`config.mk`:
```
export PLATFORM = sky130hd
export DESIGN_NAME = serial_ripple_subtractor
export DESIGN_NICKNAME = d
export VERILOG_FILES = /design/src/rtl/serial_ripple_subtractor_pkg.sv /design/src/rtl/serial_ripple_subtractor_fs.sv /design/src/rtl/serial_ripple_subtractor.sv
export SDC_FILE = /design/constraint.sdc
export NUM_CORES = 1
export LEC_CHECK = 0
export BUFFER_PORTS_ARGS = -buffer_cell sky130_fd_sc_hd__buf_2
export CAP_MARGIN = 20
export CORE_ASPECT_RATIO = 0.9
export CORE_UTILIZATION = 35
export DETAILED_ROUTE_END_ITERATION = 16
export GPL_TIMING_DRIVEN = 1
export PLACE_DENSITY = 0.67
export SETUP_SLACK_MARGIN = 0.3
export SLEW_MARGIN = 15
export SYNTH_ARGS = -nofsm -noshare
export SYNTH_HDL_FRONTEND = slang
export SYNTH_SLANG_ARGS = --single-unit
```
`constraint.sdc`:
```
create_clock -name clk -period 1.11 [get_ports clk]
set_input_delay 0.111 -clock clk [delete_from_list [all_inputs] [get_ports clk]]
set_output_delay 0.111 -clock clk [all_outputs]
set_load 0.01 [all_outputs]
```
`src/rtl/serial_ripple_subtractor_pkg.sv`:
```
// Shared types for the bit-serial subtractor: FSM state, default width, reference a-b-bin.
// Reference function returns {borrow, diff} in WIDTH+1 bits; the top bit is the unsigned borrow.
package sub_pkg;

    localparam int DEF_WIDTH = 4;

    typedef enum logic [1:0] {
        IDLE = 2'd0,
        RUN  = 2'd1,
        DONE = 2'd2
    } state_t;

    function automatic logic [DEF_WIDTH:0] ref_sub(
        input logic [DEF_WIDTH-1:0] x,
        input logic [DEF_WIDTH-1:0] y,
        input logic                 bi
    );
        return {1'b0, x} - {1'b0, y} - {{DEF_WIDTH{1'b0}}, bi};
    endfunction

endpackage

```
`src/rtl/serial_ripple_subtractor_fs.sv`:
```
// One-bit full subtractor: d = a - b - bin with borrow out; purely combinational.
// Zero latency, no flow control; shared by the serial stage and any future ripple-borrow array.
module full_subtractor (
    input  logic a,
    input  logic b,
    input  logic bin,
    output logic d,
    output logic bout
);

    assign d    = a ^ b ^ bin;
    assign bout = (~a & b) | (~(a ^ b) & bin);

endmodule

```
`src/rtl/serial_ripple_subtractor.sv`:
```
// Bit-serial a - b - bin, LSB first through one full_subtractor; SUB_OVERFLOW_FLAG_EN adds signed ovf.
// out_valid rises WIDTH cycles after accept; result held under out_ready=0, in_ready low until handshake.
module serial_ripple_subtractor
    import sub_pkg::*;
#(
    parameter  int WIDTH = DEF_WIDTH,
    localparam int CNT_W = $clog2(WIDTH)
) (
    input  logic             clk,
    input  logic             rst,
    input  logic             in_valid,
    output logic             in_ready,
    input  logic [WIDTH-1:0] a,
    input  logic [WIDTH-1:0] b,
    input  logic             bin,
    output logic             out_valid,
    input  logic             out_ready,
    output logic [WIDTH-1:0] diff,
`ifdef SUB_OVERFLOW_FLAG_EN
    output logic             ovf,
`endif
    output logic             bout
);

    state_t           state;
    logic [WIDTH-1:0] a_sh;
    logic [WIDTH-1:0] b_sh;
    logic [WIDTH-1:0] d_sh;
    logic [WIDTH-1:0] d_nxt;
    logic             br;
    logic [CNT_W-1:0] cnt;
    logic             d_bit;
    logic             br_next;
`ifdef SUB_OVERFLOW_FLAG_EN
    logic             a_msb;
    logic             b_msb;
`endif

    full_subtractor u_fs (
        .a    (a_sh[0]),
        .b    (b_sh[0]),
        .bin  (br),
        .d    (d_bit),
        .bout (br_next)
    );

    // New bit enters from the MSB side so the final shift leaves bit 0 in place.
    assign d_nxt = (d_sh >> 1) | (WIDTH'(d_bit) << (WIDTH - 1));

    always_ff @(posedge clk) begin
        if (rst) begin
            state     <= IDLE;
            in_ready  <= 1'b1;
            out_valid <= 1'b0;
            diff      <= '0;
            bout      <= 1'b0;
            cnt       <= '0;
            a_sh      <= '0;
            b_sh      <= '0;
            d_sh      <= '0;
            br        <= 1'b0;
`ifdef SUB_OVERFLOW_FLAG_EN
            ovf       <= 1'b0;
            a_msb     <= 1'b0;
            b_msb     <= 1'b0;
`endif
        end else begin
            case (state)
                IDLE: begin
                    if (in_valid && in_ready) begin
                        a_sh     <= a;
                        b_sh     <= b;
                        br       <= bin;
                        cnt      <= '0;
                        in_ready <= 1'b0;
                        state    <= RUN;
`ifdef SUB_OVERFLOW_FLAG_EN
                        a_msb    <= a[WIDTH-1];
                        b_msb    <= b[WIDTH-1];
`endif
                    end
                end
                RUN: begin
                    a_sh <= a_sh >> 1;
                    b_sh <= b_sh >> 1;
                    br   <= br_next;
                    d_sh <= d_nxt;
                    cnt  <= cnt + 1'b1;
                    if (cnt == CNT_W'(WIDTH - 1)) begin
                        diff      <= d_nxt;
                        bout      <= br_next;
                        out_valid <= 1'b1;
                        state     <= DONE;
`ifdef SUB_OVERFLOW_FLAG_EN
                        ovf       <= (a_msb != b_msb) && (d_bit != a_msb);
`endif
                    end
                end
                DONE: begin
                    if (out_ready) begin
                        out_valid <= 1'b0;
                        in_ready  <= 1'b1;
                        state     <= IDLE;
                    end
                end
                default: begin
                    state     <= IDLE;
                    in_ready  <= 1'b1;
                    out_valid <= 1'b0;
                end
            endcase
        end
    end

endmodule

```
==> results.cfg, run 1 <==
[routing]
ant_nets = 0
dr.first_iter.drc_count = 10
routed_wl_um = 2230
wl_per_cell_um = 13.3
detail_route.vias_per_cell = 5.15
drc = 0
drt_pass1_iterations = 3
via_count = 866

[clock_tree]
cts-htree-levels = 1
clk_latency_ps = 310
cts_buffers = 3
cts.hold.buffers_added = 0
numClockSinks = 23
clkTransAtPathRegs_ps = 130
ctsLongestPathBuffers = 2
cts_root_buffer = clkbuf_4
tritoncts_clock_tree = built

[timing]
worst_slack_ps = -115
rsz0062_at_grt = true
setup-tns-final_ps = -557
finalClockSkew_ps = 6.40
period_share_pct = 110
final.min_clock_period_ps = 1220
max-slew-margin-rel_pct = 73.1
timing_max_transition_violations_final = 0
number_of_failing_setup_endpoints_in_the_final_timing_report = 14
max_freq_mhz = 817
report.final.hold_viol_count = 0
worst-slew-pin-transition_ps = 404

[worst_setup_path]
critical_path_cell_count = 4
worst-path-max-fanout = 2
critPathMaxStageDelay_ps = 490
critical_path_buf_inv_count = 1
cp-endpoint = d_sh[3]$_SDFFE_PP0N_
critical_path.endpoint_type = flop
critical_path_class = reg2reg
reg2reg_to = d_sh[3]$_SDFFE_PP0N_
worstSetupStartpoint = b_sh[0]$_SDFFE_PP0P_
worstPathCellList = inv_2 -> fa_2 -> mux2i_1 -> nor2_1
cp.required_ps = 1320
timing.critical_path.from_type = flop
timing.critical_path.slowest_stage_cell = fa_2
cpLargestDelayFamily = adder cells
reg2reg_slack_ps = -110
rr_worst_depth = 4
worstPathArrival_ps = 1430
r2r-start = b_sh[0]$_SDFFE_PP0P_

[hold_path]
hold_path_depth = 3
holdCritPathClass = in2reg

[synth]
ys_seq_area_share_pct = 47.2
synthCells = 106
ys_types = 24
synth_nets = 121
syn-cell-area_um2 = 975
synth.ff_latch_count = 23
synthesis.yosys.warnings = 0
synthesis.area_per_instance_um2 = 9.20

[floorplanning]
chipHeight_um = 52.1
ios = 20
floorplan.initialDensity_pct = 38.2
fp.dieW_um = 57.6
die_area_mm2 = 0.00300
design.core.area_mm2 = 0.00255
rows = 17

[finish]
final_core_utilization_pct = 55.7
num_antenna_cells = 0
most_common_library_cell_in_the_layout_ignoring_fill_and_taps = buf_6
syn_to_final_growth_pct = 46.0
multi_input_comb_area_um2 = 523
most-common-layout-cells = buf_6 (17), a21oi_1 (15), dfxtp_2 (12), buf_2 (12), dfxtp_1 (11)
net_count_final = 156
register_area_um2 = 475
share_of_final_layout_standard_cells_stronger_than_drive_strength_1_pct = 54.3
fillers = 234

[placement]
global_placer_s_final_weighted_congestion = 0.750
port_buffers = 19
pre_cts_ws_ps = -121
place_hpwl_um = 1530

[grt]
maximum_number_of_pins_on_one_net_before_global_route_repair = 24
via_count_of_the_first_global_routing_pass = 867
overflow = 0
antenna_found_initial = 0
global_route_wire_length_before_repair_um = 3930
groute.usage.overall_pct = 17.3

[power_and_ir_drop]
power.density_cell_area_mw_per_mm2 = 1170
peakVddDrop_v = 0.000865
total_power_w = 0.00166
static-leakage-power_nw = 0.557

[outcome]
violations = setup timing
status = finished, violations left

[flow_run]
max_cap_viol = 0
synth_stat cells, drive strengths merged:
master   n  share of area, %
mux2i    3               3.1
o21ai    5               2.6
dfxtp   23                47
fa       1               2.1
nand2b   2               1.3
mux2     1               1.2
nor2b    1              0.64
buf      5               4.5
o221a    7               8.1
inv      8               3.1
nand2   10               3.9
o21bai   1              0.77
clkbuf   3               1.2
a21oi   20                11
ha       1               1.3
and4bb   1               1.3
a311oi   1              0.90
nor2     5               1.9
or3      1              0.64
nand3    4               2.1
nand3b   1              0.77
nor3     2               1.0
worst min-delay path, cell delays in order:
cell and delay (ps):
buf_2 100, nand2_1 50, a21oi_1 50
timing repair:
item                                    in CTS  in global routing
buffers inserted                             6                  3
pin swaps                                   12                  7
endpoints found under the setup margin      30                 30
cloned                                       0                  0
gates resized for setup                     37                  8
worst min-delay path by stage:
stage	endpoint	slack, ps	startpoint
6_report	a_sh[3]$_SDFFE_PP0P_	40	a[3]
5_1_grt	b_sh[3]$_SDFFE_PP0P_	40	b[3]
4_1_cts	a_sh[3]$_SDFFE_PP0P_	30	a[3]
3_5_place_dp	b_sh[3]$_SDFFE_PP0P_	360	b[3]
3_3_place_gp	b_sh[3]$_SDFFE_PP0P_	360	b[3]
2_1_floorplan	a_sh[3]$_SDFFE_PP0P_	250	a[3]
per-stage QoR:
step / cells / instance area (µm²) / hold slack [ps]
after floorplan: 106 / 1010 / 247
after global placement: 155 / 1160 / 357
after detailed placement: 155 / 1160 / 364
after CTS: 165 / 1370 / 27.8
after global routing: 168 / 1420 / 41.2
final: 168 / 1420 / 35.0
per-layer routing:
metal,GRT usage [%],part of all wire (%),vias up
met5,0,0,-
met4,2.44,0.36,0
met3,5.47,3.8,2
met2,31.8,52,13
met1,20.0,44,415
li1,-,-,436
power breakdown:
part | leakage, nW | internal [W] | switching (W)
logic | 0.346 | 0.000187 | 0.000163
registers | 0.193 | 0.000880 | 0.0000375
clock network | 0.0177 | 0.000135 | 0.000256
total | 0.557 | 0.00120 | 0.000457
sequential cells by signal (all words and copies together) (netlist names):
register   count
out_valid      1
diff           4
b_sh           4
a_sh           4
d_sh           3
bout           1
in_ready       1
cnt            2
br             1
state          2
cells by family (layout without fill, tap and decap cells):
kind of cell / after synthesis / in the layout / share of synthesized area, %
AO/OA/AOI/OAI: 34 / 34 / 23.0
AND/OR/NAND/NOR: 27 / 27 / 13.5
flip-flops: 23 / 23 / 47.2
buffers and inverters: 16 / 50 / 8.73
multiplexers: 4 / 4 / 4.24
adder cells (fa/ha/maj): 2 / 2 / 3.34
area by class of cell:
| class | count | share of cell area, % |
|---|---|---|
| multi-input cells | 67 | 36.8 |
| clock inverters | 1 | 0.352 |
| clock buffers | 3 | 1.58 |
| flip-flops and latches | 23 | 33.4 |
| repair buffers | 38 | 23.3 |
| well taps | 28 | 2.46 |
| inverters | 8 | 2.11 |
(Power assumes the default switching activity.)
==> run 2, diff against run 1 <==
Settings changed: CORE_UTILIZATION 35 to 47, PLACE_DENSITY 0.67 to 0.83, SYNTH_HIERARCHICAL set to 1.
==> results.cfg, run 2 <==
[timing]
timing_max_transition_violations_final = 0
finalClockSkew_ps = 5.53
report.final.hold_viol_count = 0
final.min_clock_period_ps = 1230
period_share_pct = 111
rsz0062_at_grt = true
number_of_failing_setup_endpoints_in_the_final_timing_report = 21
worst_slack_ps = -120
max-slew-margin-rel_pct = 71.8
worst-slew-pin-transition_ps = 423
setup-tns-final_ps = -1160
max_freq_mhz = 813

[hold_path]
hold_path_depth = 2
holdCritPathClass = in2reg

[finish]
num_antenna_cells = 0
final_cells = 170
post_route_cell_area_mm2 = 0.00149
largest_registers = a_sh (4), b_sh (4), diff (4)
most-common-layout-cells = buf_6 (18), a21oi_1 (12), buf_2 (12)
syn_to_final_growth_pct = 52.6
most_common_library_cell_in_the_layout_ignoring_fill_and_taps = buf_6
net_count_final = 161
fillers = 132
share_of_final_layout_standard_cells_stronger_than_drive_strength_1_pct = 57.9

[routing]
routed_wl_um = 2570
wl_per_cell_um = 15.1
via_count = 894
drc = 0
dr.first_iter.drc_count = 7
detail_route.vias_per_cell = 5.26
ant_nets = 0
drt_pass1_iterations = 4

[worst_setup_path]
reg2reg_to = b_sh[3]$_SDFFE_PP0P_
worstPathArrival_ps = 1480
worst-path-max-fanout = 4
cp-endpoint = b_sh[3]$_SDFFE_PP0P_
reg2reg_slack_ps = -120
r2r-start = state[1]$_SDFFE_PP0P_
critical_path_class = reg2reg
timing.critical_path.from_type = flop
rr_worst_depth = 3
worstSetupStartpoint = state[1]$_SDFFE_PP0P_
critical_path.endpoint_type = flop
cp.required_ps = 1360

[synth]
synthesis.area_per_instance_um2 = 9.04
main_combinational_cell_family_by_area_after_synthesis = compound AO/OA/AOI/OAI gates
synth_adder_area_share_pct = 3.33
synth.ff_latch_count = 23
ys_seq_area_share_pct = 47.2
synth-xor-area-share_pct = 0
synth_nets = 123
synth-async-reset-ratio_pct = 0
syn-cell-area_um2 = 976
synth.most_common_cell = dfxtp_1
edff_count_synth = 0
ys_types = 27
synthCells = 108
synth_top_cells_by_area = dfxtp_1 (47%), a21oi_1 (8.2%), o221a_1 (8.1%)
synthesis.yosys.warnings = 6
synth.mux.area_fraction_pct = 5.26
synth_top_area_share_pct = 47.2
synth_compound_area_share_pct = 20.1
synthTopCellsByCount = dfxtp_1 (23), a21oi_1 (16), inv_1 (10)
ys_dominant_reg_cell = dfxtp_1
synth_largest_area_cell = dfxtp_1
synth_simple_gate_area_share_pct = 16.7

[clock_tree]
cts_root_buffer = clkbuf_4
numClockSinks = 23
clkTransAtPathRegs_ps = 130
cts_buffers = 3
tritoncts_clock_tree = built
ctsLongestPathBuffers = 2
clk_latency_ps = 310
cts-htree-levels = 1
cts.hold.buffers_added = 0

[floorplanning]
floorplan.initialDensity_pct = 50.5
die_area_mm2 = 0.00226
chipHeight_um = 45.2
rows = 15
fp.dieW_um = 50.0
design.core.area_mm2 = 0.00193
ios = 20

[grt]
global_route_wire_length_before_repair_um = 4040
overflow = 0
maximum_number_of_pins_on_one_net_before_global_route_repair = 24
via_count_of_the_first_global_routing_pass = 919
antenna_found_initial = 0
groute.usage.overall_pct = 24.3

[placement]
pre_cts_ws_ps = -173
global_placer_s_final_weighted_congestion = 0.743
port_buffers = 19
place.detailed.instances = 158
detailed_place.area_mm2 = 0.00122
place_hpwl_um = 1480

[flow_run]
max_cap_viol = 0

[power_and_ir_drop]
power.density_cell_area_mw_per_mm2 = 1140
static-leakage-power_nw = 0.595
peakVddDrop_v = 0.000661

[outcome]
violations = setup timing
status = finished, violations left
[run 2: worst min path at each step]
stage          slack, ps  startpoint               endpoint
3_3_place_gp         380        b[2]   b_sh[2]$_SDFFE_PP0P_
4_1_cts               70        b[0]   b_sh[0]$_SDFFE_PP0P_
6_report              60        b[0]   b_sh[0]$_SDFFE_PP0P_
2_1_floorplan        270   out_ready  state[1]$_SDFFE_PP0P_
5_1_grt               60         bin        br$_SDFFE_PP0P_
3_5_place_dp         390        b[0]   b_sh[0]$_SDFFE_PP0P_
[run 2: metrics by stage]
stage	hold slack [ps]	utilization, %	total power, W
floorplan	275	-	0.00112
CTS	70.0	75.1	0.00166
global route	61.3	77.0	0.00177
global placement	385	63.2	0.00121
detailed placement	389	63.2	0.00122
finish	63.4	77.0	0.00170
[run 2: cell type report]
type	instances	area, µm²	share of cell area (%)
multi-input combinational	68	558	37.5
sequential	23	485	32.6
timing repair buffer	40	350	23.5
inverter	10	37.5	2.52
tap	25	31.3	2.10
clock buffer	4	26.3	1.76
[run 2: cells by family after synthesis]
family / after synthesis
compound gates: 29
mux: 5
simple gates: 32
fa+ha+maj: 2
flops: 23
buf+inv: 17
[run 2: report_power, final]
part / switching, W / internal (W)
Combinational: 0.000178 / 0.000206
Clock: 0.000250 / 0.000140
Sequential: 0.0000465 / 0.000880
[run 2: routing by layer]
metal	up-vias	track usage, %	share of wire, %
met2	18	44.0	50
met1	426	28.3	45
li1	446	-	-
met4	0	9.71	1.2
met5	-	0	0
met3	4	5.05	4.1
[run 2: worst max-delay path: stages (launching register included)]
cell and delay, ps:
dfxtp_4 390, buf_6 120, or4b_4 500, a31oi_2 160
[run 2: timing repair]
item	CTS	global route
endpoints found under the setup margin	30	30
gates cloned	1	0
buffers inserted	6	1
pin swaps	13	5
gates resized for setup	46	8
